<file path="src/rtl/mem_bus_ctrl.sv">
// Memory-side bus controller: routes datapath requests to the RAM or IO port and returns a done pulse.
// Optional IO ack timeout is compiled in with `define BUS_TIMEOUT_EN.
module mem_bus_ctrl #(
  parameter int                 WIDTH             = 16,
  parameter logic [WIDTH-1:0]   INSTRUCTION_MEM   = 16'h0000,
  parameter logic [WIDTH-1:0]   INTERRUPT_CONTROL = 16'h5FFF,
  parameter logic [WIDTH-1:0]   IO_MEM            = 16'hCFFD,
  parameter int                 RAM_LAT           = 1,
  parameter int                 TIMEOUT           = 16
) (
  input  logic             clk,
  input  logic             reset,
  input  logic             req_valid,
  input  logic             req_write,
  input  logic [WIDTH-1:0] address,
  input  logic [WIDTH-1:0] wdata,
  output logic             req_done,
  output logic [WIDTH-1:0] rdata,
  output logic             bus_err,
  output logic             ram_en,
  output logic             ram_we,
  output logic [WIDTH-1:0] ram_addr,
  output logic [WIDTH-1:0] ram_wdata,
  input  logic [WIDTH-1:0] ram_rdata,
  output logic             io_req,
  output logic             io_we,
  output logic [WIDTH-1:0] io_addr,
  output logic [WIDTH-1:0] io_wdata,
  input  logic [WIDTH-1:0] io_rdata,
  input  logic             io_ack
);

  typedef enum logic [1:0] {
    IDLE = 2'd0,
    RAM  = 2'd1,
    IO   = 2'd2,
    DONE = 2'd3
  } state_t;

  localparam logic [2:0]       RAM_LAST  = 3'(RAM_LAT - 1);
  localparam logic [WIDTH-1:0] PROT_SPAN = INTERRUPT_CONTROL - INSTRUCTION_MEM;
  localparam logic [WIDTH-1:0] ZERO_W    = {WIDTH{1'b0}};
  localparam logic [WIDTH-1:0] ONES_W    = {WIDTH{1'b1}};

  if (RAM_LAT < 1 || RAM_LAT > 7 || TIMEOUT < 1) begin : gBadParams
    $error("mem_bus_ctrl: RAM_LAT must be 1..7 and TIMEOUT must be >= 1");
  end

  state_t           stateR;
  state_t           stateNxt;
  logic [WIDTH-1:0] addrR;
  logic [WIDTH-1:0] wdataR;
  logic             writeR;
  logic             errR;
  logic [WIDTH-1:0] rdataR;
  logic [2:0]       ramCntR;
  logic [WIDTH-1:0] protOffset;
  logic             protHit;
  logic             ioHit;
  logic             ramLast;
  logic             toExpire;

  // Offset compare keeps the region test correct even when the region starts at zero.
  assign protOffset = address - INSTRUCTION_MEM;
  assign protHit    = req_write && (protOffset <= PROT_SPAN);
  assign ioHit      = (address >= IO_MEM);
  assign ramLast    = (ramCntR == RAM_LAST);

`ifdef BUS_TIMEOUT_EN
  localparam logic [WIDTH-1:0] TO_LAST = WIDTH'(TIMEOUT - 1);
  localparam logic [WIDTH-1:0] ONE_W   = {{(WIDTH-1){1'b0}}, 1'b1};

  logic [WIDTH-1:0] toCntR;

  // Cycles spent waiting for io_ack; restarts on every entry into IO.
  always_ff @(posedge clk or negedge reset) begin
    if (!reset) begin
      toCntR <= ZERO_W;
    end else if (stateR == IO) begin
      toCntR <= toCntR + ONE_W;
    end else begin
      toCntR <= ZERO_W;
    end
  end

  assign toExpire = (stateR == IO) && (toCntR == TO_LAST);
`else
  assign toExpire = 1'b0;
`endif

  // State register.
  always_ff @(posedge clk or negedge reset) begin
    if (!reset) begin
      stateR <= IDLE;
    end else begin
      stateR <= stateNxt;
    end
  end

  // Next-state decode; an ack in the expiry cycle still finishes without error.
  always_comb begin
    stateNxt = stateR;
    case (stateR)
      IDLE: begin
        if (req_valid) begin
          if (protHit) begin
            stateNxt = DONE;
          end else if (ioHit) begin
            stateNxt = IO;
          end else begin
            stateNxt = RAM;
          end
        end else begin
          stateNxt = IDLE;
        end
      end
      RAM: begin
        if (ramLast) begin
          stateNxt = DONE;
        end else begin
          stateNxt = RAM;
        end
      end
      IO: begin
        if (io_ack || toExpire) begin
          stateNxt = DONE;
        end else begin
          stateNxt = IO;
        end
      end
      DONE:    stateNxt = IDLE;
      default: stateNxt = IDLE;
    endcase
  end

  // Request latch, RAM beat counter, error flag and returned load data.
  always_ff @(posedge clk or negedge reset) begin
    if (!reset) begin
      addrR   <= ZERO_W;
      wdataR  <= ZERO_W;
      writeR  <= 1'b0;
      errR    <= 1'b0;
      rdataR  <= ZERO_W;
      ramCntR <= 3'd0;
    end else begin
      case (stateR)
        IDLE: begin
          if (req_valid) begin
            addrR   <= address;
            wdataR  <= wdata;
            writeR  <= req_write;
            errR    <= protHit;
            ramCntR <= 3'd0;
          end
        end
        RAM: begin
          ramCntR <= ramCntR + 3'd1;
          if (ramLast && !writeR) begin
            rdataR <= ram_rdata;
          end
        end
        IO: begin
          if (io_ack) begin
            if (!writeR) begin
              rdataR <= io_rdata;
            end
          end else if (toExpire) begin
            errR <= 1'b1;
            if (!writeR) begin
              rdataR <= ONES_W;
            end
          end
        end
        DONE:    errR <= 1'b0;
        default: errR <= 1'b0;
      endcase
    end
  end

  // Port outputs decode from registered state and the request latch only.
  assign req_done  = (stateR == DONE);
  assign bus_err   = (stateR == DONE) && errR;
  assign rdata     = rdataR;
  assign ram_en    = (stateR == RAM);
  assign ram_we    = (stateR == RAM) && writeR;
  assign ram_addr  = (stateR == RAM) ? addrR  : ZERO_W;
  assign ram_wdata = (stateR == RAM) ? wdataR : ZERO_W;
  assign io_req    = (stateR == IO);
  assign io_we     = (stateR == IO) && writeR;
  assign io_addr   = (stateR == IO) ? addrR  : ZERO_W;
  assign io_wdata  = (stateR == IO) ? wdataR : ZERO_W;

endmodule

</file>
<file path="config.mk">
export PLATFORM = sky130hd
export DESIGN_NAME = mem_bus_ctrl
export DESIGN_NICKNAME = d
export VERILOG_FILES = /design/src/rtl/mem_bus_ctrl.sv
export SDC_FILE = /design/constraint.sdc
export NUM_CORES = 1
export LEC_CHECK = 0
export ABC_AREA = 0
export ABC_CLOCK_PERIOD_IN_PS = 2900
export CAP_MARGIN = 25
export CORE_MARGIN = 5
export CORE_UTILIZATION = 37
export DETAILED_ROUTE_END_ITERATION = 7
export MAX_ROUTING_LAYER = met4
export PLACE_DENSITY = 0.77
export SLEW_MARGIN = 20
export SYNTH_ARGS = -nofsm -noshare
export SYNTH_HDL_FRONTEND = slang
export SYNTH_SLANG_ARGS = --single-unit
</file>
<file path="constraint.sdc">
create_clock -name clk -period 2.9 [get_ports clk]
set_input_delay 0.435 -clock clk [delete_from_list [all_inputs] [get_ports clk]]
set_output_delay 0.435 -clock clk [all_outputs]
set_load 0.05 [all_outputs]
</file>
Word level (Yosys, flattened, before mapping):

Cells that the tools add are included.

* bits in registers: 55
* input bits: 69
* output and inout port bits: 86
* logic and storage cells: 50

* add/sub/neg operators: 1
* $lt $le $gt $ge: 2
* equal/unequal tests: 7
* muxes and demuxes: 18
* reductions and logical operators: 15

Operators by type and width (number)
* 2-to-1 mux 16 bit: 7
* one-hot mux 16 bit (2 select lines): 1
* greater-or-equal comparator 16 bit (second input constant): 1
* <= comparator 16 x 15 -> 1 bit (second input constant): 1
* 2-to-1 mux 2 bit: 4
* one-hot mux 2 bit (4 select lines): 1
* one-hot mux 3 bit (2 select lines): 1
* AND reduction 2 bit: 3
* nonzero test 2 bit: 3
* logical AND 1 bit: 5
* == test 2 bit (second input constant): 2
* inequality test 2 x 1 -> 1 bit (second input constant): 2
* inequality test 2 bit (second input constant): 2
* AND reduction 4 bit: 1
* adder 3 x 1 -> 3 bit (second input constant): 1
* logical NOT 3 bit: 1
* 2-to-1 mux 3 bit: 1
* == test 2 x 1 -> 1 bit (second input constant): 1
* logical NOT 2 bit: 1
* 2-to-1 mux 1 bit: 2
* one-hot mux 1 bit (2 select lines): 1
* logical NOT 1 bit: 1

Logic depth before layout (Yosys ltp):

Gate-level depths: netlist of run 1.

* depth in word-level cells: 5
* gate-level depth with buffers: 7
* mapped depth without buffers: 6

Worst setup path before layout of run 1:

Ideal clock, no wire load.

* kind: register -> output
* start point: register stateR[0]
* end point: output port io_wdata[10]
* data arrival time: 1.821 ns
* required time: 2.465 ns
* path slack: 0.644 ns
* stages on the path, launching flop included: 6
* path buffers: 3
* cell sequence: dfrtp_1 > buf_6 > nor2b_1 > buf_4 > clkbuf_1 > and2_1

* word-level cells in the longest chain between the ends: 2

RTL lines
* start: declaration: line 49 `state_t stateR;`
* start signal: assignment: line 96 `stateR <= stateNxt;`
* == test 2 bit
* via io_req: line 25 `output logic io_req,`
* 2-to-1 mux 16 bit: line 191 `assign io_wdata = (stateR == IO) ? wdataR : ZERO_W;`
* end: declaration: line 28 `output logic [WIDTH-1:0] io_wdata,`

The timed path passes the listed nets, and every way through them passes these cells.

Worst setup path in the final report of run 1:

* start point: register stateR[1]
* end point: output port io_addr[9]

* word-level cells in the longest chain between the ends: 2

RTL lines
* == test 2 bit: line 190 `assign io_addr = (stateR == IO) ? addrR : ZERO_W;`
* 2-to-1 mux 16 bit: line 190
* end: declaration: line 27 `output logic [WIDTH-1:0] io_addr,`

Every way passes these cells.

==> metrics.log, run 1 <==
INFO  metric run_status = finished, final reports clean
INFO  metric grt_setup_unrepaired = false
INFO  metric postSynthCellCount = around 260
INFO  metric antenna_cells = 0
INFO  metric cts_repair_resize_count = 0
INFO  metric io_buffer_count = around 150
INFO  metric timing.final.crit_share = 0.946
INFO  metric post-layout-total-power = about 5.4 mW
INFO  metric endpoint_of_the_worst_slack_reg_to_reg_timing_path = rdata[14]
INFO  metric power.static_leakage = between 1.5 and 2 nW
INFO  metric maxClockFrequency = roughly 0.36 GHz
INFO  metric fin_util = 0.579
INFO  metric routed_len_inst = 14.8 µm
INFO  metric irDropWorstVdd = ~0.66 mV
INFO  metric slew_headroom = 0.496
INFO  metric cp.arrival = 2310 ps
INFO  metric startpoint = stateR[1]
INFO  metric clock_latency = 300 ps
INFO  metric detail_route.first_pass.iterations = 4
INFO  metric synth.avg_cell_area = between 10 and 15 µm²
INFO  metric dieHeight = ~98 µm
INFO  metric power_density = roughly 1200 nW/µm²
INFO  metric starting_density_of_the_core = 0.375
INFO  metric std_cell_rows = 32
INFO  metric timing.critical_path.from_type = register
INFO  metric syn_to_final_growth = 54.2%
INFO  metric drv_slew = 0
INFO  metric cp_max_fo = 20
INFO  metric yosys_warnings = 0
INFO  metric global_route.usage.total = 0.161
INFO  metric clkSlewWorstSetupHoldPaths = 90 ps
INFO  metric h-tree-depth = 2
INFO  metric seq_area_frac_synth = 0.480
INFO  metric gp_congestion = around 0.8
INFO  metric synth.cell_area = approximately 2900 µm²
INFO  metric synth_edf_count = 0
INFO  metric cp_data_required_time = 2470 ps
INFO  metric synth-main-ff-cell = sky130_fd_sc_hd__dfrtp_1
INFO  metric r2r-start = stateR[1]
INFO  metric maximum_number_of_pins_on_one_net_before_global_route_repair = 34
INFO  metric numCtsBuffers = 5
INFO  metric wl = 7520 µm
INFO  metric dieArea = a little under 10000 µm²
INFO  metric finalNetCount = about 480
INFO  metric drtAntennaViolNets = 0
INFO  metric fp.coreArea = about 7600 µm²
INFO  metric detailedPlacementHpwl = 5980 µm
INFO  metric min-delay-path-class = input pin to async pin
INFO  metric grt_pass1_vias = between 2000 and 2500
INFO  metric clock_tree.root_cell = sky130_fd_sc_hd__clkbuf_8
INFO  metric number_of_flip_flops_and_latches_in_the_synthesized_netlist = 55
INFO  metric die_width = between 90 and 100 µm
INFO  metric numClockSinks = 55
INFO  metric grt-ovfl-total = 0
INFO  metric cap_violations = 0
INFO  metric boundary_pin_count = ~160
INFO  metric critical_path.endpoint = io_addr[9]
INFO  metric remaining_drc_errors = 0
INFO  metric tightestPinTransition = between 700 and 800 ps
INFO  metric worstRegToRegCells = 4
INFO  metric tritoncts = done
INFO  metric grt_antenna_before_repair = 0
INFO  metric timing_worst_setup_path_type = register to output pin
INFO  metric post_route_cells_drive_above_1_share = 0.252
INFO  metric clock-skew-final = 6.60 ps
INFO  metric setup-violations-final = 0
INFO  metric cts_max_path_buffers = 2
INFO  metric first_pass_grt_wire_length = around 12000 µm
INFO  metric worstSetupEndpointType = output pin
INFO  metric finalHoldViolations = 0
INFO  metric ys_async_sr_fraction = 1.00
INFO  metric regToRegSetupSlack = slightly above 900 ps
INFO  metric whs = 28.7 ps
INFO  metric synth_cell_type_count = 28
INFO  metric post_cts_hold_buffer_count = 0
INFO  metric route.vias.total = around 2300
INFO  metric mappedNetlistNets = roughly 330
INFO  metric detail_route.iter0.violations = 51
INFO  metric finalWorstPathRequiredPeriod = 2740 ps
INFO  metric cts_setup_buffers = 0
INFO  metric tns = 0 ps
INFO  metric vias_per_cell = approximately 4.6
## cell usage after synthesis (2+ instances only)
cell type,n,share of area
sky130_fd_sc_hd__a22o_1,2,0.0061
sky130_fd_sc_hd__buf_6,7,0.027
sky130_fd_sc_hd__dfrtp_1,55,0.48
sky130_fd_sc_hd__nor2_1,20,0.026
sky130_fd_sc_hd__nand3b_1,2,0.0052
sky130_fd_sc_hd__inv_1,4,0.0052
sky130_fd_sc_hd__buf_4,3,0.0078
sky130_fd_sc_hd__a21oi_1,16,0.028
sky130_fd_sc_hd__nor2b_1,3,0.0065
sky130_fd_sc_hd__ha_1,2,0.0087
sky130_fd_sc_hd__buf_2,3,0.0052
sky130_fd_sc_hd__clkbuf_1,5,0.0065
sky130_fd_sc_hd__nand4bb_1,2,0.0078
sky130_fd_sc_hd__mux2i_1,16,0.056
sky130_fd_sc_hd__and2_1,67,0.15
sky130_fd_sc_hd__nand4_1,2,0.0044
sky130_fd_sc_hd__mux2_2,35,0.14
## metal layers
layer  part of all wire  track usage  up-vias
li1                   -            -     1152
met4              0.013       0.0458        0
met3              0.049       0.0250        7
met2               0.52        0.269       68
met1               0.42        0.204     1103
met5                  0            -        -
## worst min path at each step
stage / start / end / slack [ps]
after CTS: reset / rdata[12] / 30
final: reset / rdata[12] / 30
after detailed placement: reset / rdata[12] / 370
after global placement: reset / rdata[12] / 370
after floorplan: reset / addrR[0] / 140
after global routing: reset / rdata[12] / 50
## placed cells by master, fill, tap and decap left out, types with 2 or more instances in the layout
master | synthesis | layout
sky130_fd_sc_hd__mux2i_1 | 16 | 16
sky130_fd_sc_hd__nand4_1 | 2 | 2
sky130_fd_sc_hd__ha_1 | 2 | 2
sky130_fd_sc_hd__clkbuf_8 | 0 | 5
sky130_fd_sc_hd__inv_1 | 4 | 4
sky130_fd_sc_hd__and2_1 | 67 | 67
sky130_fd_sc_hd__nand3b_1 | 2 | 2
sky130_fd_sc_hd__dfrtp_1 | 55 | 55
sky130_fd_sc_hd__nor2_1 | 20 | 20
sky130_fd_sc_hd__a22o_1 | 2 | 2
sky130_fd_sc_hd__a21oi_1 | 16 | 16
sky130_fd_sc_hd__nand4bb_1 | 2 | 2
sky130_fd_sc_hd__buf_4 | 3 | 54
sky130_fd_sc_hd__mux2_2 | 35 | 35
sky130_fd_sc_hd__clkbuf_1 | 5 | 2
sky130_fd_sc_hd__clkdlybuf4s50_1 | 0 | 104
## stage by stage
stage / setup WS (ps) / instances / cell area, µm²
2_1_floorplan: 644 / 255 / 2870
3_3_place_gp: 567 / 499 / 4340
3_5_place_dp: 463 / 499 / 4340
4_1_cts: 119 / 507 / 4420
5_1_grt: 25.6 / 507 / 4420
6_report: 156 / 507 / 4420
## cell families after synthesis
family          Yosys count  synth area share
mux                      51             0.193
fa+ha+maj                 2           0.00872
simple gates             99             0.206
flops                    55             0.480
buf+inv                  22            0.0523
compound gates           26            0.0598
## state kept, by name (all words and copies together), names as in the netlist
name / cells
addrR: 16
errR: 1
ramCntR: 3
rdata: 16
stateR: 2
wdataR: 16
writeR: 1
## critical path, stage by stage (launching register included)
cell and delay [ps]:
sky130_fd_sc_hd__dfrtp_1 550, sky130_fd_sc_hd__nor2b_4 460, sky130_fd_sc_hd__and2_1 190, sky130_fd_sc_hd__clkdlybuf4s50_1 800
## final cells by class
type | instances | area (µm²)
timing repair buffer | 160 | 1470
inverter | 4 | 15.0
tap | 102 | 128
fill | 650 | 3220
sequential | 55 | 1380
multi-input combinational | 178 | 1350
clock inverter | 1 | 5.00
clock buffer | 7 | 76.3
## power breakdown
part	internal, mW	switching, mW
Sequential	1.15	0.268
Clock	0.170	0.234
Combinational	1.27	2.26
Total	2.60	2.76
No activity file was read; power rests on OpenSTA's default activity.
==> run 2, diff against run 1 <==
--- a/config.mk
+++ b/config.mk
@@ -7,13 +7,11 @@
 export LEC_CHECK = 0
 export ABC_AREA = 0
 export ABC_CLOCK_PERIOD_IN_PS = 2900
-export CAP_MARGIN = 25
 export CORE_MARGIN = 5
 export CORE_UTILIZATION = 37
 export DETAILED_ROUTE_END_ITERATION = 7
 export MAX_ROUTING_LAYER = met4
 export PLACE_DENSITY = 0.77
-export SLEW_MARGIN = 20
 export SYNTH_ARGS = -nofsm -noshare
 export SYNTH_HDL_FRONTEND = slang
 export SYNTH_SLANG_ARGS = --single-unit
==> results of run 2 <==
The final DEF is identical to that of run 1; final timing and power are the same.
==> run 3, diff against run 2 <==
--- a/config.mk
+++ b/config.mk
@@ -7,11 +7,13 @@
 export LEC_CHECK = 0
 export ABC_AREA = 0
 export ABC_CLOCK_PERIOD_IN_PS = 2900
-export CORE_MARGIN = 5
-export CORE_UTILIZATION = 37
+export CELL_PAD_IN_SITES_DETAIL_PLACEMENT = 2
+export CELL_PAD_IN_SITES_GLOBAL_PLACEMENT = 2
+export CORE_MARGIN = 4
+export CORE_UTILIZATION = 24
 export DETAILED_ROUTE_END_ITERATION = 7
 export MAX_ROUTING_LAYER = met4
-export PLACE_DENSITY = 0.77
+export PLACE_DENSITY_LB_ADDON = 0.1
 export SYNTH_ARGS = -nofsm -noshare
 export SYNTH_HDL_FRONTEND = slang
 export SYNTH_SLANG_ARGS = --single-unit
==> run 3 against run 2 <==
  * Routed wire length rose by 22%
  * Sequential share of layout area fell by 0.74 points
  * Total power rose by 5.1%
  * Die area rose by 43%
  * Global-route usage fell by 2.2 points
  * Sequential power barely moved
  * Combinational power rose by 2%
  * Non-clock buffer count rose by 1
  * Clock skew rose by 0.73 ps
  * Worst setup slack improved by 73 ps
  * Critical endpoint is now ram_addr[9]
==> metrics.log, run 3 (synthesis results as in run 1) <==
INFO  metric detail_route.first_pass.iterations = 3
INFO  metric finalNetCount = ~480
INFO  metric remaining_drc_errors = 0
INFO  metric intPower = ~2.8 mW
INFO  metric mostFrequentLayoutCells = sky130_fd_sc_hd__clkdlybuf4s50_1, sky130_fd_sc_hd__and2_1, sky130_fd_sc_hd__buf_4
INFO  metric dieHeight = approximately 120 µm
INFO  metric clock-skew-final = 7.33 ps
INFO  metric seqPwrFrac = 0.254
INFO  metric drtAntennaViolNets = 0
INFO  metric r2r-start = stateR[1]
INFO  metric endpoint_of_the_worst_slack_reg_to_reg_timing_path = rdata[0]
INFO  metric finalHoldViolations = 0
INFO  metric irDropWorstVdd = 0.492 mV
INFO  metric syn_to_final_growth = 58.0%
INFO  metric power.static_leakage = 1.94 nW
INFO  metric cap_violations = 0
INFO  metric maxClockFrequency = approximately 0.37 GHz
INFO  metric route.vias.total = between 2000 and 2500
INFO  metric tns = 0 ps
INFO  metric clock_latency = 290 ps
INFO  metric regToRegSetupSlack = a little over 1000 ps
INFO  metric startpoint = stateR[0]
INFO  metric grt_setup_unrepaired = false
INFO  metric worstRegToRegCells = 4
INFO  metric clock_tree.root_cell = sky130_fd_sc_hd__clkbuf_16
INFO  metric tritoncts = done
INFO  metric global_route.usage.total = 0.140
INFO  metric routed_len_inst = 16.8 µm
INFO  metric slew_headroom = 0.513
INFO  metric layout_setup_ws = roughly 230 ps
INFO  metric finalWorstPathRequiredPeriod = roughly 2700 ps
INFO  metric vias_per_cell = 4.48
INFO  metric wl = roughly 9200 µm
INFO  metric post_route_cells_drive_above_1_share = 0.273
INFO  metric numClockSinks = 55
INFO  metric detail_route.iter0.violations = 53
INFO  metric grt_antenna_before_repair = 0
INFO  metric h-tree-depth = 2
INFO  metric antenna_cells = 0
INFO  metric worstSetupEndpointType = output pin
INFO  metric whs = 293 ps
INFO  metric comb_power_share = 0.641
INFO  metric first_pass_grt_wire_length = between 15000 and 20000 µm
INFO  metric run_status = finished, final reports clean
INFO  metric cts_repair_resize_count = 0
INFO  metric starting_density_of_the_core = 0.248
INFO  metric critical_path.endpoint = ram_addr[9]
INFO  metric io_buffer_count = around 150
INFO  metric cp_data_required_time = around 2500 ps
INFO  metric detailedPlacementHpwl = 7000 µm
INFO  metric post-place-ws = just over 500 ps
INFO  metric std_cell_rows = 39
INFO  metric cp_max_fo = 20
INFO  metric cp.arrival = ~2200 ps
INFO  metric gp_congestion = between 0.6 and 0.7
INFO  metric grt_pass1_vias = approximately 2800
INFO  metric die_width = 117 µm
INFO  metric min-delay-path-class = input pin to async pin
INFO  metric mostFrequentLayoutCell = sky130_fd_sc_hd__clkdlybuf4s50_1
INFO  metric clkSlewWorstSetupHoldPaths = 70 ps
INFO  metric numCtsBuffers = 5
INFO  metric netSwitchingFraction = 0.504
INFO  metric fp.coreArea = 11600 µm²
INFO  metric timing_worst_setup_path_type = register to output pin
INFO  metric drv_slew = 0
INFO  metric grt-ovfl-total = 0
INFO  metric post_cts_hold_buffer_count = 0
INFO  metric tightestPinTransition = 731 ps
INFO  metric power_switching = 2.84 mW
INFO  metric timing.critical_path.from_type = register
INFO  metric setup-violations-final = 0
INFO  metric power_density = ~1200 nW/µm²
INFO  metric boundary_pin_count = around 160
INFO  metric cts_max_path_buffers = 2
INFO  metric timing.final.crit_share = 0.921
INFO  metric dieArea = 13800 µm²
INFO  metric pwr-share-clk = 0.105
INFO  metric maximum_number_of_pins_on_one_net_before_global_route_repair = between 50 and 60
INFO  metric cts_setup_buffers = 0
-- run 3: cell types whose count changed in the layout (fill, tap and decap cells not counted) --
cell                              previous run  this run
sky130_fd_sc_hd__clkbuf_16                   0         5
sky130_fd_sc_hd__clkbuf_8                    5         0
sky130_fd_sc_hd__clkdlybuf4s50_1           104        96
sky130_fd_sc_hd__buf_4                      54        62
sky130_fd_sc_hd__buf_12                      1         2
-- run 3: routing by layer --
layer  GRT usage  routed length, µm  vias up
li1            -                  -     1155
met1       0.167               3990     1209
met2       0.234               4530       90
met3      0.0414                608        6
met4      0.0308                 78        0
met5           -                  0        -
-- run 3: stage by stage --
step	total power [mW]	cells	util	instance area (µm²)
after CTS	5.74	549	0.392	4530
after floorplan	3.92	255	-	2870
after global routing	5.97	549	0.392	4530
after global placement	5.04	541	0.380	4390
final	5.63	549	0.392	4530
after detailed placement	5.12	541	0.380	4390
-- run 3: final cells by class --
type / count / area, µm²
Tap cell: 143 / 179
Fill cell: 1274 / 7030
Timing Repair Buffer: 161 / 1470
Sequential cell: 55 / 1380
Clock buffer: 7 / 133
Inverter: 4 / 15.0
Multi-Input combinational cell: 178 / 1350
Clock inverter: 1 / 5.00
-- run 3: how the worst min path moves through the flow --
| stage | to | slack, ps |
|---|---|---|
| 3_5_place_dp | wdataR[7] | 510 |
| 3_3_place_gp | wdataR[5] | 500 |
| 2_1_floorplan | addrR[0] | 140 |
| 4_1_cts | wdataR[5] | 330 |
| 6_report | wdataR[5] | 290 |
| 5_1_grt | wdataR[5] | 370 |
-- run 3: worst max-delay path, cell delays in order (launching register included) --
cell and delay (ps):
sky130_fd_sc_hd__dfrtp_1 550, sky130_fd_sc_hd__nor2b_2 290, sky130_fd_sc_hd__buf_12 170, sky130_fd_sc_hd__and2_1 140
sky130_fd_sc_hd__clkdlybuf4s50_1 800
-- run 3: power by group through the flow --
| stage | sequential (mW) | clock, mW | combinational (mW) |
|---|---|---|---|
| floorplan | 1.72 | 0 | 2.20 |
| global placement | 1.44 | 0 | 3.60 |
| detailed placement | 1.46 | 0 | 3.66 |
| CTS | 1.45 | 0.621 | 3.67 |
| global route | 1.50 | 0.652 | 3.82 |
| finish | 1.43 | 0.590 | 3.61 |
